**config.mk**
```make
export PLATFORM = sky130hd
export DESIGN_NAME = prbs_lfsr_gen_flat
export DESIGN_NICKNAME = d
export VERILOG_FILES = /design/src/rtl/prbs_pkg.sv /design/src/rtl/prbs_lfsr_gen_if.sv /design/src/rtl/prbs_lfsr_step.sv /design/src/rtl/prbs_lfsr_gen.sv /design/src/flat_wrapper.sv
export SDC_FILE = /design/constraint.sdc
export NUM_CORES = 1
export LEC_CHECK = 0
export BUFFER_PORTS_ARGS = -buffer_cell sky130_fd_sc_hd__buf_2
export CORE_UTILIZATION = 54
export DETAILED_ROUTE_END_ITERATION = 7
export PLACE_DENSITY = 0.79
export SLEW_MARGIN = 40
export SYNTH_ARGS = -nofsm -noshare
export SYNTH_HDL_FRONTEND = slang
export SYNTH_HIERARCHICAL = 1
export SYNTH_SLANG_ARGS = --single-unit
```
**constraint.sdc**
```tcl
create_clock -name clk -period 2.3 [get_ports clk]
set_input_delay 0.345 -clock clk [delete_from_list [all_inputs] [get_ports clk]]
set_output_delay 0.345 -clock clk [all_outputs]
set_load 0.03 [all_outputs]
```
**src/rtl/prbs_pkg.sv**
```systemverilog
// Shared constants for the PRBS generator/checker: common tap masks and checker state.
package prbs_pkg;

  localparam logic [6:0]  PRBS7  = 7'h41;
  localparam logic [8:0]  PRBS9  = 9'h110;
  localparam logic [14:0] PRBS15 = 15'h6000;
  localparam logic [22:0] PRBS23 = 23'h420000;
  localparam logic [30:0] PRBS31 = 31'h48000000;

  typedef enum logic {UNLOCK, LOCKED} chk_state_t;

  // Bits needed for a run counter that must reach the larger of two thresholds.
  function automatic int cnt_w(input int a, input int b);
    return $clog2(((a > b) ? a : b) + 1);
  endfunction

endpackage

```
**src/rtl/prbs_lfsr_gen_if.sv**
```systemverilog
// Control/status bundle of the PRBS generator; checker signals exist only with PRBS_CHECK_EN.
interface prbs_lfsr_gen_if #(
  parameter int N = 7
`ifdef PRBS_CHECK_EN
  , parameter int ERR_W = 16
`endif
);
  logic         en;
  logic         load;
  logic [N-1:0] seed;
  logic [N-1:0] q;
  logic         bit_out;
  logic         lockup;
  logic         wrap;
  logic [N-1:0] period;
`ifdef PRBS_CHECK_EN
  logic             chk_in;
  logic             chk_valid;
  logic             chk_lock;
  logic [ERR_W-1:0] err_cnt;

  modport master (output en, load, seed, chk_in, chk_valid,
                  input  q, bit_out, lockup, wrap, period, chk_lock, err_cnt);
  modport slave  (input  en, load, seed, chk_in, chk_valid,
                  output q, bit_out, lockup, wrap, period, chk_lock, err_cnt);
`else
  modport master (output en, load, seed,
                  input  q, bit_out, lockup, wrap, period);
  modport slave  (input  en, load, seed,
                  output q, bit_out, lockup, wrap, period);
`endif
endinterface

```
**src/rtl/prbs_lfsr_step.sv**
```systemverilog
// One Fibonacci LFSR step: feedback bit and shifted next state.
// Purely combinational; no backpressure.
module prbs_lfsr_step #(
  parameter int           N        = 7,
  parameter logic [N-1:0] TAP_MASK = 7'h41
) (
  input  logic [N-1:0] cur,
  output logic         fb,
  output logic [N-1:0] nxt
);

  assign fb  = ^(cur & TAP_MASK);
  assign nxt = {cur[N-2:0], fb};

endmodule

```
**src/rtl/prbs_lfsr_gen.sv**
```systemverilog
// Parametrised PRBS generator with seed load, lock-up recovery and period measurement;
// PRBS_CHECK_EN adds a self-synchronising checker. State updates one cycle after en/load.
// No backpressure: en is a step strobe, chk_valid qualifies each received bit.
module prbs_lfsr_gen
  import prbs_pkg::*;
#(
  parameter int           N        = 7,
  parameter logic [N-1:0] TAP_MASK = N'(PRBS7)
`ifdef PRBS_CHECK_EN
  , parameter int SYNC_LEN = 16
  , parameter int LOSS_LEN = 8
  , parameter int ERR_W    = 16
`endif
) (
  input logic           clk,
  input logic           rst,
  prbs_lfsr_gen_if.slave bus
);

  localparam logic [N-1:0] ONES = '1;

  logic [N-1:0] q, start, cnt, period;
  logic [N-1:0] nxt, nxt_eff;
  logic         fb, zero_nxt, lockup, wrap;

  prbs_lfsr_step #(.N(N), .TAP_MASK(TAP_MASK)) u_step (
    .cur (q),
    .fb  (fb),
    .nxt (nxt)
  );

  // The shifted state is zero only when the retained bits and the feedback are all zero.
  assign zero_nxt = (q[N-2:0] == '0) && !fb;
  assign nxt_eff  = zero_nxt ? ONES : nxt;

  always_ff @(posedge clk) begin
    if (rst) begin
      q      <= ONES;
      start  <= ONES;
      cnt    <= '0;
      period <= '0;
      lockup <= 1'b0;
      wrap   <= 1'b0;
    end else if (bus.load) begin
      q      <= (bus.seed == '0) ? ONES : bus.seed;
      start  <= (bus.seed == '0) ? ONES : bus.seed;
      cnt    <= '0;
      lockup <= (bus.seed == '0);
      wrap   <= 1'b0;
    end else if (bus.en) begin
      q      <= nxt_eff;
      lockup <= zero_nxt;
      if (nxt_eff == start) begin
        wrap   <= 1'b1;
        period <= cnt + 1'b1;
        cnt    <= '0;
      end else begin
        wrap   <= 1'b0;
        cnt    <= cnt + 1'b1;
      end
    end else begin
      lockup <= 1'b0;
      wrap   <= 1'b0;
    end
  end

  assign bus.q       = q;
  assign bus.bit_out = q[N-1];
  assign bus.lockup  = lockup;
  assign bus.wrap    = wrap;
  assign bus.period  = period;

`ifdef PRBS_CHECK_EN
  localparam int CW = cnt_w(SYNC_LEN, LOSS_LEN);

  chk_state_t       st, st_nxt;
  logic [N-1:0]     r, r_step, r_nxt;
  logic             p, miss;
  logic [CW-1:0]    mc, mc_nxt;
  logic [ERR_W-1:0] err, err_nxt;

  prbs_lfsr_step #(.N(N), .TAP_MASK(TAP_MASK)) u_chk_step (
    .cur (r),
    .fb  (p),
    .nxt (r_step)
  );

  assign miss  = p ^ bus.chk_in;
  // r_step carries the prediction in bit 0; flipping it on a miss yields the received bit.
  assign r_nxt = r_step ^ {{(N-1){1'b0}}, miss};

  always_ff @(posedge clk) begin
    if (rst) begin
      st  <= UNLOCK;
      r   <= '0;
      mc  <= '0;
      err <= '0;
    end else begin
      st  <= st_nxt;
      mc  <= mc_nxt;
      err <= err_nxt;
      if (bus.chk_valid) r <= r_nxt;
    end
  end

  always_comb begin
    st_nxt  = st;
    mc_nxt  = mc;
    err_nxt = err;
    if (bus.chk_valid) begin
      case (st)
        UNLOCK: begin
          if (miss) begin
            mc_nxt = '0;
          end else if (mc == CW'(SYNC_LEN - 1)) begin
            st_nxt = LOCKED;
            mc_nxt = '0;
          end else begin
            mc_nxt = mc + 1'b1;
          end
        end
        LOCKED: begin
          if (miss) begin
            if (err != '1) err_nxt = err + 1'b1;
            if (mc == CW'(LOSS_LEN - 1)) begin
              st_nxt = UNLOCK;
              mc_nxt = '0;
            end else begin
              mc_nxt = mc + 1'b1;
            end
          end else begin
            mc_nxt = '0;
          end
        end
        default: st_nxt = UNLOCK;
      endcase
    end
  end

  assign bus.chk_lock = (st == LOCKED);
  assign bus.err_cnt  = err;
`endif

endmodule

```
**src/flat_wrapper.sv**
```systemverilog
// flat-port wrapper written by rule: the top's interface ports become plain ports
module prbs_lfsr_gen_flat import prbs_pkg::*;
#(
  parameter int           N        = 7,
  parameter logic [N-1:0] TAP_MASK = N'(PRBS7)

)
  (clk, rst, bus_en, bus_load, bus_seed, bus_q, bus_bit_out, bus_lockup, bus_wrap, bus_period);
  prbs_lfsr_gen_if #(.N(N)) bus_i ();
  input logic clk;
  input logic rst;
  input wire logic [$bits(bus_i.en)-1:0] bus_en;
  input wire logic [$bits(bus_i.load)-1:0] bus_load;
  input wire logic [$bits(bus_i.seed)-1:0] bus_seed;
  output wire logic [$bits(bus_i.q)-1:0] bus_q;
  output wire logic [$bits(bus_i.bit_out)-1:0] bus_bit_out;
  output wire logic [$bits(bus_i.lockup)-1:0] bus_lockup;
  output wire logic [$bits(bus_i.wrap)-1:0] bus_wrap;
  output wire logic [$bits(bus_i.period)-1:0] bus_period;
  assign bus_i.en = bus_en;
  assign bus_i.load = bus_load;
  assign bus_i.seed = bus_seed;
  assign bus_q = bus_i.q;
  assign bus_bit_out = bus_i.bit_out;
  assign bus_lockup = bus_i.lockup;
  assign bus_wrap = bus_i.wrap;
  assign bus_period = bus_i.period;
  prbs_lfsr_gen #(.N(N), .TAP_MASK(TAP_MASK)) u_core (.clk(clk), .rst(rst), .bus(bus_i));
endmodule
```
==> flow_summary.yaml <==
status:
  outcome: "finished clean"
clock_network:
  cts-root-buf: "clkbuf_4"
  clk_latency_ns: 0.32
  cts.path.max_buffers: 2
  cts_max_level: 2
  clock_sinks: 30
  cts_made_buffers: 5
  postCtsHoldBufs: 0
  cts_tree: "built"
  clk_transition_reported_paths_ns: 0.09
worst_setup_path:
  r2r-end: "u_core/bus.period[4]"
  r2r_cells: 8
  r2r-start: "u_core/bus.q[6]"
  worstSetupStartpointType: "register"
  critical_path_required_ns: 2.54
  timing.reg2reg.setup_slack_ns: 0.23
  worstPathArrival_ns: 2.31
  cp_max_fo: 7
  end_kind: "register"
  path_class: "register to register"
logic_synthesis:
  synth.area.mux_share_pct: 0
  yosys.area.top_type: "dfxtp_1"
  avgSynthCellArea_um2: 8.57
  synthAdderAreaFrac_pct: 0.820
  synthSimpleGateAreaFrac_pct: 21.1
  synth_edf_count: 0
  synth_top_flop_cell: "dfxtp_1"
  synth-xor-area-share_pct: 6.23
  synthArstFlopShare_pct: 0
  syn-num-nets: 190
  netlist-cell-type-count: 39
  yosysTopAreaCellShare_pct: 39.4
  synth-seq-cells: 30
  synth_top_family_by_area: "compound AO/OA/AOI/OAI gates"
  synth_area_mm2: 0.00153
  yosys_warnings: 6
  netlist_top_cells_area: "dfxtp_1, o21ai_0, a21oi_1, buf_4, nand2_1"
  synth_compound_area_share_pct: 23.1
  synthCells: 178
  ys_seq_area_share_pct: 39.4
cells_and_area:
  area.growth.synth_to_final_pct: 8.53
  drive_gt1_share_pct: 23.7
  antenna_cells: 0
  fin_nets: 211
  finalInstanceArea_mm2: 0.00166
  n_fill_cell: 242
min_path:
  hold_path_class: "input pin to register"
  hp-start: "bus_seed[3]"
  min_to: "u_core/start[3]"
  min_path_cells: 3
timing:
  timing.final.crit_share_pct: 90.0
  finalWorstPathRequiredPeriod_ns: 2.07
  rsz0062_at_grt: "false"
  hold_violations: 0
  maxSlewHeadroom_pct: 59.7
  setup_viol: 0
  layout_setup_ws_ns: 0.230
  drv_slew: 0
  skew_ns: 0.00835
  fin_hold_ws_ns: 0.279
  setup_tns_ns: 0
  fmax_mhz: 483
  tightest_slew_ns: 0.601
global_route:
  grt_start_max_net_pins: 27
  grt.total_usage_pct: 24.3
  antenna_found_initial: 0
  grt_remaining_overflow: 0
  grt_pass1_vias: 1189
  grt_pass1_wl_um: 5160
flow_run:
  cap_violations: 0
placed_design:
  place_ws_ns: 0.178
  hpwl_um: 2400
  placedInstanceArea_mm2: 0.00160
  gp_congestion: 0.848
  port_buffers: 27
pwr:
  ir_worst_vdd_mv: 0.421
  p_leak_nw: 0.666
  total_power_mw: 1.04
  p_per_area_mw_per_mm2: 626
floorplan:
  start_util_pct: 59.4
  die_area_mm2: 0.00304
  rows: 18
  die_y_um: 55.1
  die_width_um: 55.1
  fp.coreArea_mm2: 0.00257
  ios: 28
detailed_routing:
  first_iter_violations: 47
  drcViolationCount: 0
  vias_per_cell: 5.85
  ant_nets: 0
  wl_per_cell_um: 14.3
  wl_um: 3260
  first_pass_iters: 4
  vias: 1334
==> worst max path at each step <==
stage	startpoint	end
6_report	u_core/bus.q[6]	u_core/bus.period[4]
5_1_grt	u_core/bus.q[6]	u_core/cnt[4]
4_1_cts	u_core/bus.q[6]	u_core/cnt[4]
3_5_place_dp	u_core/bus.q[6]	u_core/cnt[4]
3_3_place_gp	u_core/bus.q[6]	u_core/bus.period[2]
2_1_floorplan	u_core/bus.q[0]	u_core/bus.period[0]
==> cells in the mapped netlist (all sizes together), types with 2 or more instances <==
cell / number
nor2: 12
buf: 11
nor2b: 3
a22oi: 3
xor2: 5
nand2: 14
a21oi: 17
nor3: 5
nand3: 7
clkbuf: 5
o22ai: 2
or3: 2
a21o: 2
nor4: 2
dfxtp: 30
o21bai: 2
nor4bb: 3
inv: 6
xnor2: 5
o21ai: 24
nand2b: 3
a211oi: 6
==> cell type report <==
type	instances	area (um2)	area share, %
Tap cell	30	37.5	2.27
Multi-Input combinational cell	126	786	47.5
Timing Repair Buffer	30	158	9.52
Inverter	6	22.5	1.36
Clock buffer	6	51.3	3.10
Sequential cell	30	601	36.3
==> cells by family (layout without fill, tap and decap cells) <==
kind of cell,Yosys count,count (layout)
buffers and inverters,22,42
AOI/OAI and AO/OA,58,58
xor gates and xnor gates,10,10
adders and majority gates,1,1
DFF,30,30
and+or+nand+nor,57,57
==> report_power, final <==
part | total (mW) | internal [mW] | switching (mW) | leakage (nW)
logic | 0.169 | 0.0655 | 0.104 | 0.391
registers | 0.563 | 0.539 | 0.0236 | 0.246
clock network | 0.304 | 0.137 | 0.167 | 0.0302
total | 1.04 | 0.742 | 0.294 | 0.666
==> registers in the layout, summed over array words and instances, names as in the netlist <==
register	flops
u_core/bus.wrap	1
u_core/bus.lockup	1
u_core/cnt	7
u_core/bus.q	7
u_core/start	7
u_core/bus.period	7
==> critical path, cell delays in order (launching register included) <==
cell,delay [ns]
dfxtp_1,0.34
xor2_1,0.16
buf_4,0.16
nor4_4,0.24
a22oi_2,0.09
o32ai_2,0.30
and4_2,0.37
a21oi_1,0.09
a211oi_1,0.23
==> through the flow <==
stage / instances / utilization, %
after floorplan: 178 / -
after global placement: 222 / 62.3
after detailed placement: 222 / 62.3
after CTS: 228 / 64.3
after global routing: 228 / 64.5
final: 228 / 64.5
==> cells in the final DEF (no fill, tap or decap), types with 2 or more instances in the layout <==
master	n
dfxtp_1	30
buf_2	27
o21ai_0	24
a21oi_1	17
nand2_1	14
nor2_1	11
nand3_1	7
inv_1	6
a211oi_1	6
clkbuf_4	5
xor2_1	5
nor3_1	4
xnor2_1	4
buf_4	3
nor2b_1	3
nand2b_1	3
nor4bb_1	3
a21o_1	2
o21bai_1	2
a22oi_1	2
==> routing by layer <==
layer | global-route usage, % | vias up | wire (um)
li1 | - | 670 | -
met3 | 5.74 | 10 | 145
met2 | 40.6 | 35 | 1580
met1 | 29.4 | 619 | 1470
met4 | 11.3 | 0 | 62
met5 | 0 | - | 0
==> repair_timing <==
item,4_1_cts,5_1_grt
endpoints found under the setup margin,0,12
endpoints found under the hold margin,0,0
gates resized for setup,0,3
setup buffers,0,0
Note: power is estimated with default switching activity, not from simulation.
